===== config.mk =====
export PLATFORM = sky130hd
export DESIGN_NAME = mem_arbiter_flat
export DESIGN_NICKNAME = d
export VERILOG_FILES = /design/src/rtl/mem_arbiter_if.sv /design/src/rtl/mem_arbiter.sv /design/src/flat_wrapper.sv
export SDC_FILE = /design/constraint.sdc
export NUM_CORES = 1
export LEC_CHECK = 0
export ABC_AREA = 1
export CAP_MARGIN = 20
export CORE_MARGIN = 2
export CORE_UTILIZATION = 41
export CTS_CLUSTER_SIZE = 24
export DETAILED_ROUTE_END_ITERATION = 8
export PLACE_DENSITY = 0.76
export SLEW_MARGIN = 15
export SYNTH_ARGS = -nofsm -noshare
export SYNTH_HDL_FRONTEND = slang
export SYNTH_SLANG_ARGS = --single-unit

===== constraint.sdc =====
create_clock -name clk -period 2.1 [get_ports clk]
set_clock_uncertainty 0.2 [all_clocks]
set_input_delay 0.42 -clock clk [delete_from_list [all_inputs] [get_ports clk]]
set_output_delay 0.42 -clock clk [all_outputs]
set_load 0.02 [all_outputs]

===== src/rtl/mem_arbiter_if.sv =====
// -----------------------------------------------------------------------------
// mem_arbiter_if
// Bundle for the shared system-RAM arbiter. It carries two groups of signals:
//   * Requester side: req/we/lock/addr/wdata in (packed, requester i at slice i),
//     gnt/ack (one-hot), rdata and busy out.
//   * RAM side: mem_en/mem_we/mem_addr/mem_wdata out, mem_rdata in. The RAM is
//     synchronous, so read data arrives the cycle after mem_en.
// Modports:
//   slave  - the arbiter's view.
//   master - the requesters' and RAM model's view.
// -----------------------------------------------------------------------------
interface mem_arbiter_if #(
  parameter int NUM_REQ = 2,
  parameter int ADDR_W  = 8,
  parameter int DATA_W  = 8
);
  logic [NUM_REQ-1:0]        req;
  logic [NUM_REQ-1:0]        we;
  logic [NUM_REQ-1:0]        lock;
  logic [NUM_REQ*ADDR_W-1:0] addr;
  logic [NUM_REQ*DATA_W-1:0] wdata;
  logic [NUM_REQ-1:0]        gnt;
  logic [NUM_REQ-1:0]        ack;
  logic [DATA_W-1:0]         rdata;
  logic                      busy;
  logic                      mem_en;
  logic                      mem_we;
  logic [ADDR_W-1:0]         mem_addr;
  logic [DATA_W-1:0]         mem_wdata;
  logic [DATA_W-1:0]         mem_rdata;

  modport slave (
    input  req, we, lock, addr, wdata, mem_rdata,
    output gnt, ack, rdata, busy, mem_en, mem_we, mem_addr, mem_wdata
  );

  modport master (
    output req, we, lock, addr, wdata, mem_rdata,
    input  gnt, ack, rdata, busy, mem_en, mem_we, mem_addr, mem_wdata
  );
endinterface


===== src/rtl/mem_arbiter.sv =====
// -----------------------------------------------------------------------------
// mem_arbiter
// Round-robin arbiter and sequencer in front of the single-port system RAM.
// Each grant captures one command from the winning requester. The access then
// runs a fixed ACCESS -> RESP -> DONE sequence. The owner can keep the RAM for
// up to LOCK_MAX consecutive transfers by holding lock together with req.
// Ports:
//   clk   - system clock, all state changes on posedge
//   reset - asynchronous, active-low reset
//   bus   - mem_arbiter_if.slave (requester handshake plus RAM pins)
// All outputs come straight from registers, so there is no combinational path
// from the requester inputs to any output.
// -----------------------------------------------------------------------------
module mem_arbiter #(
  parameter int NUM_REQ  = 2,
  parameter int ADDR_W   = 8,
  parameter int DATA_W   = 8,
  parameter int LOCK_MAX = 4
) (
  input  logic         clk,
  input  logic         reset,
  mem_arbiter_if.slave bus
);
  localparam int IDX_W = (NUM_REQ > 1) ? $clog2(NUM_REQ) : 1;
  localparam int CNT_W = $clog2(LOCK_MAX + 1);

  typedef enum logic [1:0] {IDLE, ACCESS, RESP, DONE} state_t;

  state_t             state_q;
  logic [IDX_W-1:0]   owner_q;
  logic [IDX_W-1:0]   last_q;
  logic [CNT_W-1:0]   lock_cnt_q;
  logic               cmd_we_q;
  logic [ADDR_W-1:0]  mem_addr_q;
  logic [DATA_W-1:0]  mem_wdata_q;
  logic [DATA_W-1:0]  rdata_q;
  logic [NUM_REQ-1:0] gnt_q;
  logic [NUM_REQ-1:0] ack_q;
  logic               mem_en_q;
  logic               mem_we_q;
  logic               busy_q;

  logic               win_valid;
  logic [IDX_W-1:0]   win_idx;
  logic               relock;
  logic               grant;
  logic [IDX_W-1:0]   next_owner;

  function automatic logic [NUM_REQ-1:0] onehot(input logic [IDX_W-1:0] idx);
    return NUM_REQ'(1) << idx;
  endfunction

  // Round-robin scan. The search starts one past the last winner, so the most
  // recent owner is checked last.
  always_comb begin
    int               cand;
    logic [IDX_W-1:0] cand_idx;
    win_valid = 1'b0;
    win_idx   = '0;
    cand      = 0;
    cand_idx  = '0;
    for (int k = 1; k <= NUM_REQ; k++) begin
      cand     = (int'(last_q) + k) % NUM_REQ;
      cand_idx = IDX_W'(cand);
      if (!win_valid && bus.req[cand_idx]) begin
        win_valid = 1'b1;
        win_idx   = cand_idx;
      end
    end
  end

  // A locked re-grant is only possible straight out of DONE. Once the burst
  // cap is reached, the owner competes through the normal scan like everyone
  // else.
  assign relock     = (state_q == DONE) && bus.lock[owner_q] && bus.req[owner_q] &&
                      (lock_cnt_q < CNT_W'(LOCK_MAX));
  assign grant      = relock || win_valid;
  assign next_owner = relock ? owner_q : win_idx;

  always_ff @(posedge clk or negedge reset) begin
    if (!reset) begin
      state_q     <= IDLE;
      owner_q     <= '0;
      last_q      <= IDX_W'(NUM_REQ - 1);
      lock_cnt_q  <= '0;
      cmd_we_q    <= 1'b0;
      mem_addr_q  <= '0;
      mem_wdata_q <= '0;
      rdata_q     <= '0;
      gnt_q       <= '0;
      ack_q       <= '0;
      mem_en_q    <= 1'b0;
      mem_we_q    <= 1'b0;
      busy_q      <= 1'b0;
    end else begin
      ack_q <= '0;
      case (state_q)
        IDLE, DONE: begin
          if (grant) begin
            state_q     <= ACCESS;
            owner_q     <= next_owner;
            cmd_we_q    <= bus.we[next_owner];
            mem_addr_q  <= ADDR_W'(bus.addr >> (ADDR_W * int'(next_owner)));
            mem_wdata_q <= DATA_W'(bus.wdata >> (DATA_W * int'(next_owner)));
            gnt_q       <= onehot(next_owner);
            mem_en_q    <= 1'b1;
            mem_we_q    <= bus.we[next_owner];
            busy_q      <= 1'b1;
            if (relock) begin
              lock_cnt_q <= lock_cnt_q + 1'b1;
            end else begin
              lock_cnt_q <= CNT_W'(1);
              last_q     <= win_idx;
            end
          end else begin
            state_q <= IDLE;
            gnt_q   <= '0;
            busy_q  <= 1'b0;
          end
        end
        ACCESS: begin
          state_q  <= RESP;
          mem_en_q <= 1'b0;
          mem_we_q <= 1'b0;
        end
        RESP: begin
          // The synchronous RAM presents read data during RESP. For writes,
          // rdata keeps whatever it last held.
          if (!cmd_we_q) rdata_q <= bus.mem_rdata;
          ack_q   <= onehot(owner_q);
          state_q <= DONE;
        end
        default: state_q <= IDLE;
      endcase
    end
  end

  assign bus.gnt       = gnt_q;
  assign bus.ack       = ack_q;
  assign bus.rdata     = rdata_q;
  assign bus.busy      = busy_q;
  assign bus.mem_en    = mem_en_q;
  assign bus.mem_we    = mem_we_q;
  assign bus.mem_addr  = mem_addr_q;
  assign bus.mem_wdata = mem_wdata_q;
endmodule


===== src/flat_wrapper.sv =====
// flat-port wrapper written by rule: the top's interface ports become plain ports
module mem_arbiter_flat 
#(
  parameter int NUM_REQ  = 2,
  parameter int ADDR_W   = 8,
  parameter int DATA_W   = 8,
  parameter int LOCK_MAX = 4
)
  (clk, reset, bus_req, bus_we, bus_lock, bus_addr, bus_wdata, bus_mem_rdata, bus_gnt, bus_ack, bus_rdata, bus_busy, bus_mem_en, bus_mem_we, bus_mem_addr, bus_mem_wdata);
  mem_arbiter_if #(.NUM_REQ(NUM_REQ), .ADDR_W(ADDR_W), .DATA_W(DATA_W)) bus_i ();
  input  logic clk;
  input  logic reset;
  input wire logic [$bits(bus_i.req)-1:0] bus_req;
  input wire logic [$bits(bus_i.we)-1:0] bus_we;
  input wire logic [$bits(bus_i.lock)-1:0] bus_lock;
  input wire logic [$bits(bus_i.addr)-1:0] bus_addr;
  input wire logic [$bits(bus_i.wdata)-1:0] bus_wdata;
  input wire logic [$bits(bus_i.mem_rdata)-1:0] bus_mem_rdata;
  output wire logic [$bits(bus_i.gnt)-1:0] bus_gnt;
  output wire logic [$bits(bus_i.ack)-1:0] bus_ack;
  output wire logic [$bits(bus_i.rdata)-1:0] bus_rdata;
  output wire logic [$bits(bus_i.busy)-1:0] bus_busy;
  output wire logic [$bits(bus_i.mem_en)-1:0] bus_mem_en;
  output wire logic [$bits(bus_i.mem_we)-1:0] bus_mem_we;
  output wire logic [$bits(bus_i.mem_addr)-1:0] bus_mem_addr;
  output wire logic [$bits(bus_i.mem_wdata)-1:0] bus_mem_wdata;
  assign bus_i.req = bus_req;
  assign bus_i.we = bus_we;
  assign bus_i.lock = bus_lock;
  assign bus_i.addr = bus_addr;
  assign bus_i.wdata = bus_wdata;
  assign bus_i.mem_rdata = bus_mem_rdata;
  assign bus_gnt = bus_i.gnt;
  assign bus_ack = bus_i.ack;
  assign bus_rdata = bus_i.rdata;
  assign bus_busy = bus_i.busy;
  assign bus_mem_en = bus_i.mem_en;
  assign bus_mem_we = bus_i.mem_we;
  assign bus_mem_addr = bus_i.mem_addr;
  assign bus_mem_wdata = bus_i.mem_wdata;
  mem_arbiter #(.NUM_REQ(NUM_REQ), .ADDR_W(ADDR_W), .DATA_W(DATA_W), .LOCK_MAX(LOCK_MAX)) u_core (.clk(clk), .reset(reset), .bus(bus_i));
endmodule

==> metrics.cfg <==
[outcome]
result_of_the_run = finished clean

[critical_path]
worstSetupEndpointType = register
required_time_of_the_critical_path_ns = 2.13
worstPathCellList = inv_1 -> ha_1 -> inv_2 -> a21oi_4 -> inv_4 -> nor2_4 -> nand2_1 -> nand3_1
crit_fanout = 17
reg2reg_depth = 8
timing.critical_path.slowest_stage_cell = sky130_fd_sc_hd__dfrtp_1
critPathKind = reg -> reg
setup.worst_path.start_class = register
critical_path.top_delay_family = simple AND/OR/NAND/NOR gates
worstPathBufferInverterCount = 3
worstSetupPathDepth = 8
timing.critical_path.slowest_cell_delay_ns = 0.37
worstPathArrival_ns = 1.96

[floorplan]
dieWidth_um = 69.2
boundaryPins = 79
die-area_um2 = 4780
die_height_um = 69.2
initial_core_util_pct = 43.2
core_region_area_um2 = 4030
floorplan.rows = 23

[placement]
quantity_of_i_o_buffers_inserted_on_ports = 78
hpwlAfterDp_um = 3010
place_ws_ns = -0.0402
post-place-cells = 312
final_weighted_congestion_in_routability_driven_placement = 0.738

[route]
detailroute.via_count = 1487
drtPass1Iterations = 4
route.detailed.wl_per_inst_um = 12.5
wl_um = 4030
drc_errors = 0
route.detailed.vias_per_inst = 4.63
first_iter_violations = 88
ant_nets = 0

[sta]
rsz0062_at_grt = false
endpoints_failing_hold = 0
fmaxAchievable_mhz = 517
timing.slew.headroom_pct = 68.0
worst_pin_slew_ns = 0.480
report.final.slew_viol_count = 0
layout_worst_path_cycle_share_pct = 92.0
final_critical_path_setup_slack_ns = 0.167
setup_viol = 0
finalCriticalPeriod_ns = 1.93

[clocking]
clockRootBuffer = sky130_fd_sc_hd__clkbuf_8
h-tree-depth = 2
cts_inserted_buffers = 5
postCtsSetupRepairBufs = 0
clock_tree.buffer_depth = 2
worstSkewPairLatency_ns = 0.29
clock_slew_at_the_register_clock_pins_of_the_worst_setup_and_hold_paths_ns = 0.07
clock_sinks = 39
cts_tree = built

[global_routing]
grt_pass1_vias = 1587
antenna_found_initial = 0
gr-usage-all-layers_pct = 17.8
grt_first_pass_wirelength_um = 6820
maximum_number_of_pins_on_one_net_before_global_route_repair = 40
overall_overflow_remaining_after_global_route = 0

[power_and_ir_drop]
static-leakage-power_nw = 1.23
clock_power_share_pct = 11.7
report.power.total_mw = 4.15
cellPowerDensity_nw_per_um2 = 1550
reg_power_share_pct = 31.9
sw_frac_of_total_pct = 41.6
p_int_mw = 2.42
total_switching_power_mw = 1.73
worst_ir_drop_vdd_mv = 0.673
power_frac_comb_pct = 56.4

[finish]
most-common-layout-cells = sky130_fd_sc_hd__clkdlybuf4s50_1, sky130_fd_sc_hd__nand2_1, sky130_fd_sc_hd__dfrtp_1
post_route_cells_drive_above_1_share_pct = 12.2
synthToLayoutAreaGrowth_pct = 54.3
final_cell_count_no_fill = 321
nets = 322
final.fill_count = 344
antenna_cells = 0
layout_commonest_cell = sky130_fd_sc_hd__clkdlybuf4s50_1

[yosys]
synthTopCellsByArea = sky130_fd_sc_hd__dfrtp_1, sky130_fd_sc_hd__nand2_1, sky130_fd_sc_hd__nand3_1, sky130_fd_sc_hd__mux2_2, sky130_fd_sc_hd__ha_1
yosys_register_bits = 39
syn_area_um2 = 1740
synthesis.instances = 184
netlist.area_leader.share_pct = 54.6
synth.net_count = 236
synth.distinct_cells = 22
yosysTopAreaCell = sky130_fd_sc_hd__dfrtp_1
yosysSeqAreaShare_pct = 56.1
yosysWarningCount = 0
syn-mean-instance-area_um2 = 9.46

[hold_path]
worst_hold_path_type = reg -> reg
min_delay_path_depth = 2

[job]
max-cap-violations = 0

[cells by family (layout without fill, tap and decap cells)]
logic type	after synthesis	in the layout	synth area share, %
fa+ha+maj	4	4	2.88
compound gates	12	12	4.74
flops	39	39	56.1
mux	8	8	5.18
buf+inv	20	107	5.32
simple gates	101	101	25.7
[layer usage]
metal	vias up	global-route usage, %	wire length (µm)
met5	-	0	0
met1	677	19.5	1580
met4	0	6.54	62
met3	6	6.14	312
li1	751	-	-
met2	53	31.5	2070
[repair_timing]
| action | in CTS | in global routing |
|---|---|---|
| resized for setup | 0 | 0 |
| endpoints found under the setup margin | 0 | 9 |
| hold endpoints to repair | 38 | 0 |
| hold buffers | 1 | 0 |
[tightest hold or removal path: stages (launching register included)]
cell                      delay, ns
sky130_fd_sc_hd__dfrtp_1       0.34
sky130_fd_sc_hd__nand2_1       0.05
sky130_fd_sc_hd__nand2_1       0.06
[power groups by stage]
stage	Combinational [mW]	Sequential, mW	Clock [mW]
after floorplan	1.03	1.67	0
after global placement	2.32	1.32	0
after detailed placement	2.36	1.34	0
after CTS	2.38	1.33	0.501
after global routing	2.57	1.37	0.535
final	2.34	1.32	0.487
[Yosys cell counts (all sizes together)]
master,number
inv,15
nand3b,1
nand3,22
dfstp,1
ha,4
dfrtp,38
or2,1
nand2,74
mux2,8
o21ai,7
clkbuf,3
nor2,3
a21oi,5
buf,2
[final timing paths]
kind	slack [ns]	endpoint	startpoint
worst max-delay path	0.17	u_core.bus.mem_wdata[6]	u_core.state_q[0]
worst min-delay path	0.28	u_core.cmd_we_q	u_core.cmd_we_q
worst max register to register	0.17	u_core.bus.mem_wdata[6]	u_core.state_q[0]
worst min register to register	0.28	u_core.cmd_we_q	u_core.cmd_we_q
max in group asynchronous	0.84	u_core.last_q	reset
min in group asynchronous	0.50	u_core.bus.ack[0]	reset
[sequential cells by signal, indices dropped and copies added (netlist names), 2 cells and up]
register              cells
u_core.state_q            2
u_core.bus.ack            2
u_core.bus.mem_addr       8
u_core.bus.mem_wdata      8
u_core.bus.rdata          8
u_core.lock_cnt_q         3
u_core.bus.gnt            2
[cell type report]
type	count	area [µm²]	share of cell area [%]
multi-input cells	125	671	25.0
flip-flops and latches	39	977	36.4
inverters	15	58.8	2.19
well taps	50	62.6	2.33
clock buffers	7	76.3	2.84
repair buffers	84	836	31.1
clock inverters	1	5.00	0.186
[metrics by stage]
step | utilization (%) | cell area, µm² | hold slack, ns | TNS [ns]
detailed placement | 64.4 | 2590 | 0.263 | -0.321
finish | 66.7 | 2690 | 0.279 | 0
floorplan | - | 1740 | -0.0756 | 0
CTS | 66.7 | 2690 | 0.282 | 0
global placement | 64.4 | 2590 | 0.257 | 0
global route | 66.7 | 2690 | 0.321 | 0
Power figures use the tool's default switching activity.
